[src/rtl/ysyx_23060191_lsu.sv]
// Load/store unit: one request/acknowledge memory transaction per load/store,
// byte-lane store masking, load extension, registered valid/ready result to WBU.
module ysyx_23060191_lsu #(
  parameter int CPU_WIDTH     = 32,
  parameter int LSU_OPT_WIDTH = 4
) (
  input  logic                     i_clk,
  input  logic                     i_rst,
  input  logic                     i_valid,
  output logic                     o_ready,
  input  logic [CPU_WIDTH-1:0]     i_exu_res,
  input  logic [CPU_WIDTH-1:0]     i_data_Rs2,
  input  logic [LSU_OPT_WIDTH-1:0] i_lsu_opt,
  output logic                     o_mem_req,
  output logic                     o_mem_we,
  output logic [CPU_WIDTH-1:0]     o_mem_addr,
  output logic [CPU_WIDTH-1:0]     o_mem_wdata,
  output logic [3:0]               o_mem_wmask,
  input  logic                     i_mem_ack,
  input  logic [CPU_WIDTH-1:0]     i_mem_rdata,
  output logic                     o_valid,
  input  logic                     i_wbu_ready,
  output logic [CPU_WIDTH-1:0]     o_lsu_res,
  output logic                     o_misalign
);

  typedef enum logic [1:0] {IDLE, REQ, DONE} state_e;

  typedef enum logic [LSU_OPT_WIDTH-1:0] {
    OP_NONE = 4'd0,
    OP_LB   = 4'd1,
    OP_LH   = 4'd2,
    OP_LW   = 4'd3,
    OP_LBU  = 4'd4,
    OP_LHU  = 4'd5,
    OP_SB   = 4'd6,
    OP_SH   = 4'd7,
    OP_SW   = 4'd8
  } op_e;

  state_e               state;
  op_e                  op;
  op_e                  op_q;
  logic [1:0]           off_q;

  logic                 is_mem;
  logic                 is_store;
  logic                 misalign;
  logic [3:0]           st_wmask;
  logic [CPU_WIDTH-1:0] st_wdata;
  logic [CPU_WIDTH-1:0] lane;
  logic [CPU_WIDTH-1:0] ld_data;

  // Decode of the incoming op; codes outside the enum fall to NONE.
  always_comb begin
    op       = op_e'(i_lsu_opt);
    is_mem   = 1'b0;
    is_store = 1'b0;
    misalign = 1'b0;
    st_wmask = '0;
    st_wdata = i_data_Rs2;
    case (op)
      OP_LB, OP_LBU: is_mem = 1'b1;
      OP_LH, OP_LHU: begin
        is_mem   = 1'b1;
        misalign = i_exu_res[0];
      end
      OP_LW: begin
        is_mem   = 1'b1;
        misalign = |i_exu_res[1:0];
      end
      OP_SB: begin
        is_mem   = 1'b1;
        is_store = 1'b1;
        st_wmask = 4'b0001 << i_exu_res[1:0];
        st_wdata = {4{i_data_Rs2[7:0]}};
      end
      OP_SH: begin
        is_mem   = 1'b1;
        is_store = 1'b1;
        misalign = i_exu_res[0];
        st_wmask = 4'b0011 << i_exu_res[1:0];
        st_wdata = {2{i_data_Rs2[15:0]}};
      end
      OP_SW: begin
        is_mem   = 1'b1;
        is_store = 1'b1;
        misalign = |i_exu_res[1:0];
        st_wmask = 4'hF;
      end
      default: ;
    endcase
  end

  // Load extraction from the captured op and byte offset; stores yield zero.
  always_comb begin
    lane    = i_mem_rdata >> {off_q, 3'b000};
    ld_data = '0;
    case (op_q)
      OP_LB:   ld_data = {{24{lane[7]}}, lane[7:0]};
      OP_LBU:  ld_data = {24'h0, lane[7:0]};
      OP_LH:   ld_data = {{16{lane[15]}}, lane[15:0]};
      OP_LHU:  ld_data = {16'h0, lane[15:0]};
      OP_LW:   ld_data = i_mem_rdata;
      default: ld_data = '0;
    endcase
  end

  always_ff @(posedge i_clk) begin
    if (i_rst) begin
      state       <= IDLE;
      op_q        <= OP_NONE;
      off_q       <= '0;
      o_ready     <= 1'b1;
      o_valid     <= 1'b0;
      o_mem_req   <= 1'b0;
      o_mem_we    <= 1'b0;
      o_mem_addr  <= '0;
      o_mem_wdata <= '0;
      o_mem_wmask <= '0;
      o_lsu_res   <= '0;
      o_misalign  <= 1'b0;
    end else begin
      case (state)
        IDLE: begin
          if (i_valid) begin
            op_q        <= op;
            off_q       <= i_exu_res[1:0];
            o_ready     <= 1'b0;
            o_mem_addr  <= {i_exu_res[CPU_WIDTH-1:2], 2'b00};
            o_mem_wdata <= st_wdata;
            o_mem_we    <= is_store & ~misalign;
            o_mem_wmask <= (is_store & ~misalign) ? st_wmask : 4'b0000;
            if (is_mem && !misalign) begin
              state     <= REQ;
              o_mem_req <= 1'b1;
            end else begin
              // NONE and misaligned both report the raw EXU value.
              state      <= DONE;
              o_valid    <= 1'b1;
              o_misalign <= misalign;
              o_lsu_res  <= i_exu_res;
            end
          end
        end
        REQ: begin
          if (i_mem_ack) begin
            state      <= DONE;
            o_mem_req  <= 1'b0;
            o_valid    <= 1'b1;
            o_misalign <= 1'b0;
            o_lsu_res  <= ld_data;
          end
        end
        DONE: begin
          if (i_wbu_ready) begin
            state      <= IDLE;
            o_valid    <= 1'b0;
            o_ready    <= 1'b1;
            o_misalign <= 1'b0;
          end
        end
        default: state <= IDLE;
      endcase
    end
  end

endmodule

[config.mk]
export PLATFORM = sky130hd
export DESIGN_NAME = ysyx_23060191_lsu
export DESIGN_NICKNAME = d
export VERILOG_FILES = /design/src/rtl/ysyx_23060191_lsu.sv
export SDC_FILE = /design/constraint.sdc
export NUM_CORES = 1
export LEC_CHECK = 0
export BUFFER_PORTS_ARGS = -buffer_cell sky130_fd_sc_hd__clkbuf_2
export CORE_UTILIZATION = 51
export DETAILED_ROUTE_END_ITERATION = 8
export GPL_TIMING_DRIVEN = 1
export PLACE_DENSITY_LB_ADDON = 0.2
export SLEW_MARGIN = 20
export SYNTH_ARGS = -nofsm -noshare
export SYNTH_HDL_FRONTEND = slang
export SYNTH_SLANG_ARGS = --single-unit
[constraint.sdc]
create_clock -name i_clk -period 2.2 [get_ports i_clk]
set_input_delay 0 -clock i_clk [delete_from_list [all_inputs] [get_ports i_clk]]
set_output_delay 0 -clock i_clk [all_outputs]
set_load 0.05 [all_outputs]
Word-level counts from Yosys, hierarchy flattened

Cells that the tools add are included.

Eq/ne operators: 20
Div/mod/pow operators: 0
Order comparisons: 0
Shift-type cells: 3
$mul: 0
Multiplexer cells: 31
$add $sub $neg: 0
Bitwise gates (word level): 2
Reductions and logical operators: 17

Operators by type and width:

| kind                                                              | number |
|---|---|
| 32-bit case mux with 5 select lines                               | 1 |
| 32-bit case mux with 2 select lines                               | 2 |
| 32-bit 2-to-1 mux                                                 | 3 |
| 32-bit by 5-bit >> shifter with 16-bit output                     | 1 |
| 4-bit by 3-bit == test with 1-bit output, second input constant   | 6 |
| 4-bit by 2-bit == test with 1-bit output, second input constant   | 4 |
| 1-bit 2-to-1 mux                                                  | 13 |
| 4-bit case mux with 3 select lines                                | 1 |
| 2-bit != test, second input constant                              | 5 |
| 4-bit by 1-bit == test with 1-bit output, second input constant   | 2 |
| 2-bit 2-to-1 mux                                                  | 4 |
| 4-bit AND reduction                                               | 2 |
| 8-bit OR reduction                                                | 1 |
| 1-bit case mux with 2 select lines                                | 3 |
| 1-bit case mux with 3 select lines                                | 2 |
| 2-bit case mux with 3 select lines                                | 1 |
| 3-bit AND reduction                                               | 2 |
| 3-bit OR reduction                                                | 2 |
| 5-bit AND reduction                                               | 1 |
| 4-bit == test, second input constant                              | 1 |
| 4-bit 2-to-1 mux                                                  | 1 |
| 2-bit nonzero test                                                | 2 |
| 2-bit OR reduction                                                | 2 |
| 1-bit by 2-bit << shifter with 4-bit output, first input constant | 1 |
| other kinds (10)                                                  | 10 |

Latch bits: 0
Input port bits: 105
RAM bits: 0
Flip-flop bits (word level): 111
Memories kept: 0
ROM bits: 0
Word-level logic and storage cells: 85

Longest topological paths before layout

Depth after elaboration: 8
Mapped depth: 9

Least setup slack after synthesis

Ideal clock, no wire load.

Kind: register to register
From: register off_q[0]
To: register o_lsu_res[22]
Arrival: 1.793 ns
Path buffers: 2
Path slack: 0.260 ns
Setup time: 0.147 ns
Stages on the path, launching flop included: 8
Required time: 2.053 ns
Cell sequence: dfxtp_1 > buf_4 > mux2_2 > a22oi_1 > clkbuf_1 > a21boi_0 > o21ai_0 > a311oi_2

Longest elaborated chain between the ends: 4

RTL lines:

| what                                          | line | source |
|---|---|---|
| from (decl)                                   | 44   | `logic [1:0] off_q;` |
| from (signal assigned)                        | 128  | `off_q <= i_exu_res[1:0];` |
| 32-bit by 5-bit >> shifter with 16-bit output | 97   | `lane = i_mem_rdata >> {off_q, 3'b000};` |
| 32-bit case mux with 5 select lines           | 99   | `case (op_q)` |
| 32-bit 2-to-1 mux                             | 147  | `if (i_mem_ack) begin` |
| 32-bit case mux with 2 select lines           | 124  | `case (state)` |
| to (signal assigned)                          | 142  | `o_lsu_res <= i_exu_res;` |
| to (signal assigned)                          | 152  | `o_lsu_res <= ld_data;` |
| to (decl)                                     | 23   | `output logic [CPU_WIDTH-1:0] o_lsu_res,` |

No other way between the ends. The select of a mux whose other input is x is not followed.
A chain may end at the register's enable or synchronous reset.

Final worst setup path

From: input i_lsu_opt[0]
To: register o_lsu_res[8]

Longest elaborated chain between the ends: 7
Elaborated cells on any way between the ends: 17

RTL lines:

| what                                                               | line | source |
|---|---|---|
| from (decl)                                                        | 13   | `input logic [LSU_OPT_WIDTH-1:0] i_lsu_opt,` |
| 4-bit by 3-bit == test with 1-bit output (tied with other cells)   | 62   | `case (op)` |
| 3-bit OR reduction (no line) or 2-bit OR reduction (tied branches) | n/a  |  |
| 1-bit case mux with 2 select lines                                 | 62   |  |
| 1-bit logical NOT                                                  | 134  | `if (is_mem && !misalign) begin` |
| 1-bit logical AND (*)                                              | 134  |  |
| 2-bit != test (no line) (*)                                        | n/a  |  |
| 4-bit AND reduction (no line) (*)                                  | n/a  |  |

Mark *: on every way between the ends. The rest lies on a longest branch, timed or not.

==> results.py <==
metrics = {
    "sta": {
        "layout_setup_ws_ns": 0.142,
        "finalSetupTns_ns": 0,
        "period_share": 0.935,
        "slew_viol_final": 0,
        "period_minus_slack_ns": 2.06,
        "finalSetupViolations": 0,
        "hold_violations": 0,
        "worstMarginPinSlew_ns": 0.637,
        "holdWs_ns": 0.00360,
        "slew_headroom": 0.575,
        "grt_setup_unrepaired": "no",
        "fin_worst_skew_ns": 0.0141,
        "fmax_mhz": 486,
    },
    "status": {
        "status": "finished clean",
    },
    "placement": {
        "dp.cells": 1043,
        "finalWeightedCongestion": 0.920,
        "place.detailed.hpwl_mm": 13.2,
        "place_ws_ns": 0.193,
        "port_buffers": 207,
    },
    "yosys": {
        "yosysUniqueCellTypes": 59,
        "synth_area_leaders": "dfxtp_1 (37%), nand2_1 (12%), a21oi_1 (9.0%), a311oi_2 (5.6%), o21ai_0 (3.8%)",
        "yosys_warnings": 0,
        "synth_edf_count": 0,
        "synthFlopType": "dfxtp_1",
        "yosys.area.top_type": "dfxtp_1",
        "ys_seq_elements": 111,
        "synthesis.area_sq_um": 5950,
        "seq_area_frac_synth": 0.373,
        "yosys.area.top_type_share": 0.373,
        "syn_area_per_cell_sq_um": 8.03,
        "synthCells": 741,
        "async_flop_share": 0,
    },
    "critical_path": {
        "crit_buf_inv": 3,
        "crit_path_max_incr_delay_ns": 0.61,
        "critPathCaptureType": "register",
        "critPathArrivalTime_ns": 2.34,
        "path_max_fanout": 24,
        "path_class": "primary input to register",
        "cp_cell_sequence": "dlygate4sd3_1 > clkbuf_2 > or4b_4 > a21boi_4 > o41ai_4 > and2_4 > buf_12 > a311oi_1",
        "r2r_setup_slack_ns": 0.17,
        "worstSetupStartpointType": "primary input",
        "crit_family": "buffers and inverters",
        "required_ns": 2.48,
        "crit_slowest_cell": "or4b_4",
    },
    "grt": {
        "grt_pass1_vias": 6249,
        "grt_pass1_wl_mm": 30.1,
        "grtUsageTotal": 0.321,
        "antenna_found_initial": 0,
        "grt_overflow": 0,
        "grt_start_max_net_pins": 61,
    },
    "die": {
        "start_util": 0.521,
        "die_w_microns": 110,
        "dieArea_sq_um": 12100,
        "fp.dieH_microns": 110,
        "ioPinCount": 210,
        "row_count": 39,
        "core_sq_um": 11400,
    },
    "clock_network": {
        "cts-root-buf": "clkbuf_16",
        "numCtsBuffers": 9,
        "clk_pin_slew_ns": 0.08,
        "clock_latency_ns": 0.37,
        "cts_tree": "done",
        "clock_sinks": 111,
        "htree_num_levels": 3,
        "cts_buffer_depth": 2,
        "post_cts_buffers": 0,
    },
    "detailed_routing": {
        "vias": 6609,
        "route.final.wire_length_mm": 19.6,
        "avgViaCountPerCell": 5.86,
        "drt_first_pass_iters": 5,
        "drc": 0,
        "wl_per_cell_microns": 17.4,
        "drt-initial-drc-count": 492,
        "ant_nets": 0,
    },
    "final_layout": {
        "multi_input_area_sq_um": 3390,
        "syn_to_final_growth_pct": 35.2,
        "diodes": 0,
        "nNetsFinal": 1087,
        "drive_gt1_frac": 0.304,
        "seqCellArea_sq_um": 2220,
        "finalNonFillerCells": 1127,
        "fill_cells": 906,
    },
    "pwr": {
        "pwr-share-clk": 0.225,
        "p_int_mw": 4.05,
        "seqPwrFrac": 0.346,
        "power.switching_mw": 3.21,
        "p_leak_nw": 3.35,
        "power_density_nw_per_um2": 902,
        "p_total_mw": 7.26,
        "power.share.switching": 0.442,
        "p_comb_frac": 0.429,
        "ir_worst_vdd_mv": 0.701,
    },
    "job": {
        "cap_viol_max_count": 0,
    },
    "min_path": {
        "min_path_type": "primary input to register",
    },
}
## power by group through the flow
stage	Combinational (mW)	Sequential, mW	Clock [mW]
CTS	3.08	2.51	1.65
floorplan	1.28	3.51	0
detailed placement	2.98	2.55	0
global route	3.32	2.55	1.72
finish	3.11	2.51	1.64
global placement	2.92	2.53	0
## synth_stat cells (all sizes together) (2+ instances only)
| cell | number |
|---|---|
| nor2b | 3 |
| mux2i | 17 |
| and3b | 2 |
| mux4 | 8 |
| dfxtp | 111 |
| mux2 | 3 |
| a32oi | 4 |
| buf | 22 |
| nand2 | 191 |
| o211ai | 17 |
| a21oi | 107 |
| a21boi | 17 |
| a211oi | 9 |
| nand4 | 2 |
| and2 | 3 |
| a2bb2oi | 8 |
| clkbuf | 52 |
| o41ai | 2 |
| nor3b | 3 |
| nand2b | 6 |
| inv | 6 |
| a311oi | 41 |
| ha | 3 |
| o21ai | 46 |
| nor2 | 32 |
| a31oi | 2 |
| a22oi | 2 |
## path summary, 6_finish.rpt
| check | from | endpoint | cells past startpoint |
|---|---|---|---|
| setup reg to reg | state[0] | o_mem_wmask[1] | 7 |
| hold reg to reg | o_mem_addr[29] | o_mem_addr[29] | 2 |
| hold / removal | i_data_Rs2[26] | o_mem_wdata[26] | 3 |
| setup / recovery | i_lsu_opt[0] | o_lsu_res[8] | 8 |
## state kept, by name (all words and copies together), names as in the netlist
| signal | flops |
|---|---|
| o_valid | 1 |
| o_mem_req | 1 |
| o_lsu_res | 32 |
| o_ready | 1 |
| off_q | 2 |
| o_misalign | 1 |
| op_q | 4 |
| o_mem_we | 1 |
| o_mem_addr | 30 |
| o_mem_wmask | 4 |
| o_mem_wdata | 32 |
| state | 2 |
## stage by stage
stage | area (sq um) | util
6_report | 8050 | 0.705
5_1_grt | 8050 | 0.705
4_1_cts | 8050 | 0.705
3_5_place_dp | 7080 | 0.620
3_3_place_gp | 7080 | 0.620
2_1_floorplan | 5950 | -
## cell usage in the layout (no fill, tap or decap), drive strengths merged, types with 2 or more instances in the layout
cell / count
dfxtp: 111
a211oi: 9
nor3b: 3
clkbuf: 215
mux2: 3
a31oi: 2
a311oi: 41
o21ai: 46
buf: 26
inv: 9
nand2b: 6
clkinv: 3
nor2b: 3
and3b: 2
a21oi: 107
o41ai: 2
a22oi: 2
nor2: 32
a2bb2oi: 8
nand4: 2
mux4: 8
ha: 3
dlygate4sd3: 68
and2: 3
a32oi: 4
mux2i: 17
a21boi: 17
nand2: 191
o211ai: 17
conb: 2
## what timing repair did
| item | CTS | global route |
|---|---|---|
| hold endpoints to repair | 94 | 0 |
| gates resized for setup | 0 | 1 |
| setup endpoints to repair | 0 | 16 |
| hold buffers | 68 | 0 |
## cells by family after synthesis
family,share of synthesized area
AO/OA/AOI/OAI,0.315
AND/OR/NAND/NOR,0.178
flip-flops,0.373
buffers and inverters,0.0614
multiplexers,0.0645
adder cells (fa/ha/maj),0.00631
other,0.000630
## worst min-delay path: stages
cell      delay (ns)
clkbuf_2        0.07
o211ai_1        0.10
a21oi_1         0.15
## metal layers
| metal | wire length [microns] | GRT usage |
|---|---|---|
| met5 | 0 | 0 |
| met4 | 609 | 0.144 |
| met3 | 1400 | 0.0752 |
| met2 | 9640 | 0.544 |
| met1 | 7930 | 0.386 |
## cell type report
type | instances | area share
inverter | 6 | 0.00280
clock buffer | 9 | 0.0280
clock inverter | 7 | 0.00793
tap | 143 | 0.0222
timing repair buffer | 300 | 0.242
sequential | 111 | 0.276
multi-input combinational | 551 | 0.421
Power figures use the tool's default switching activity.
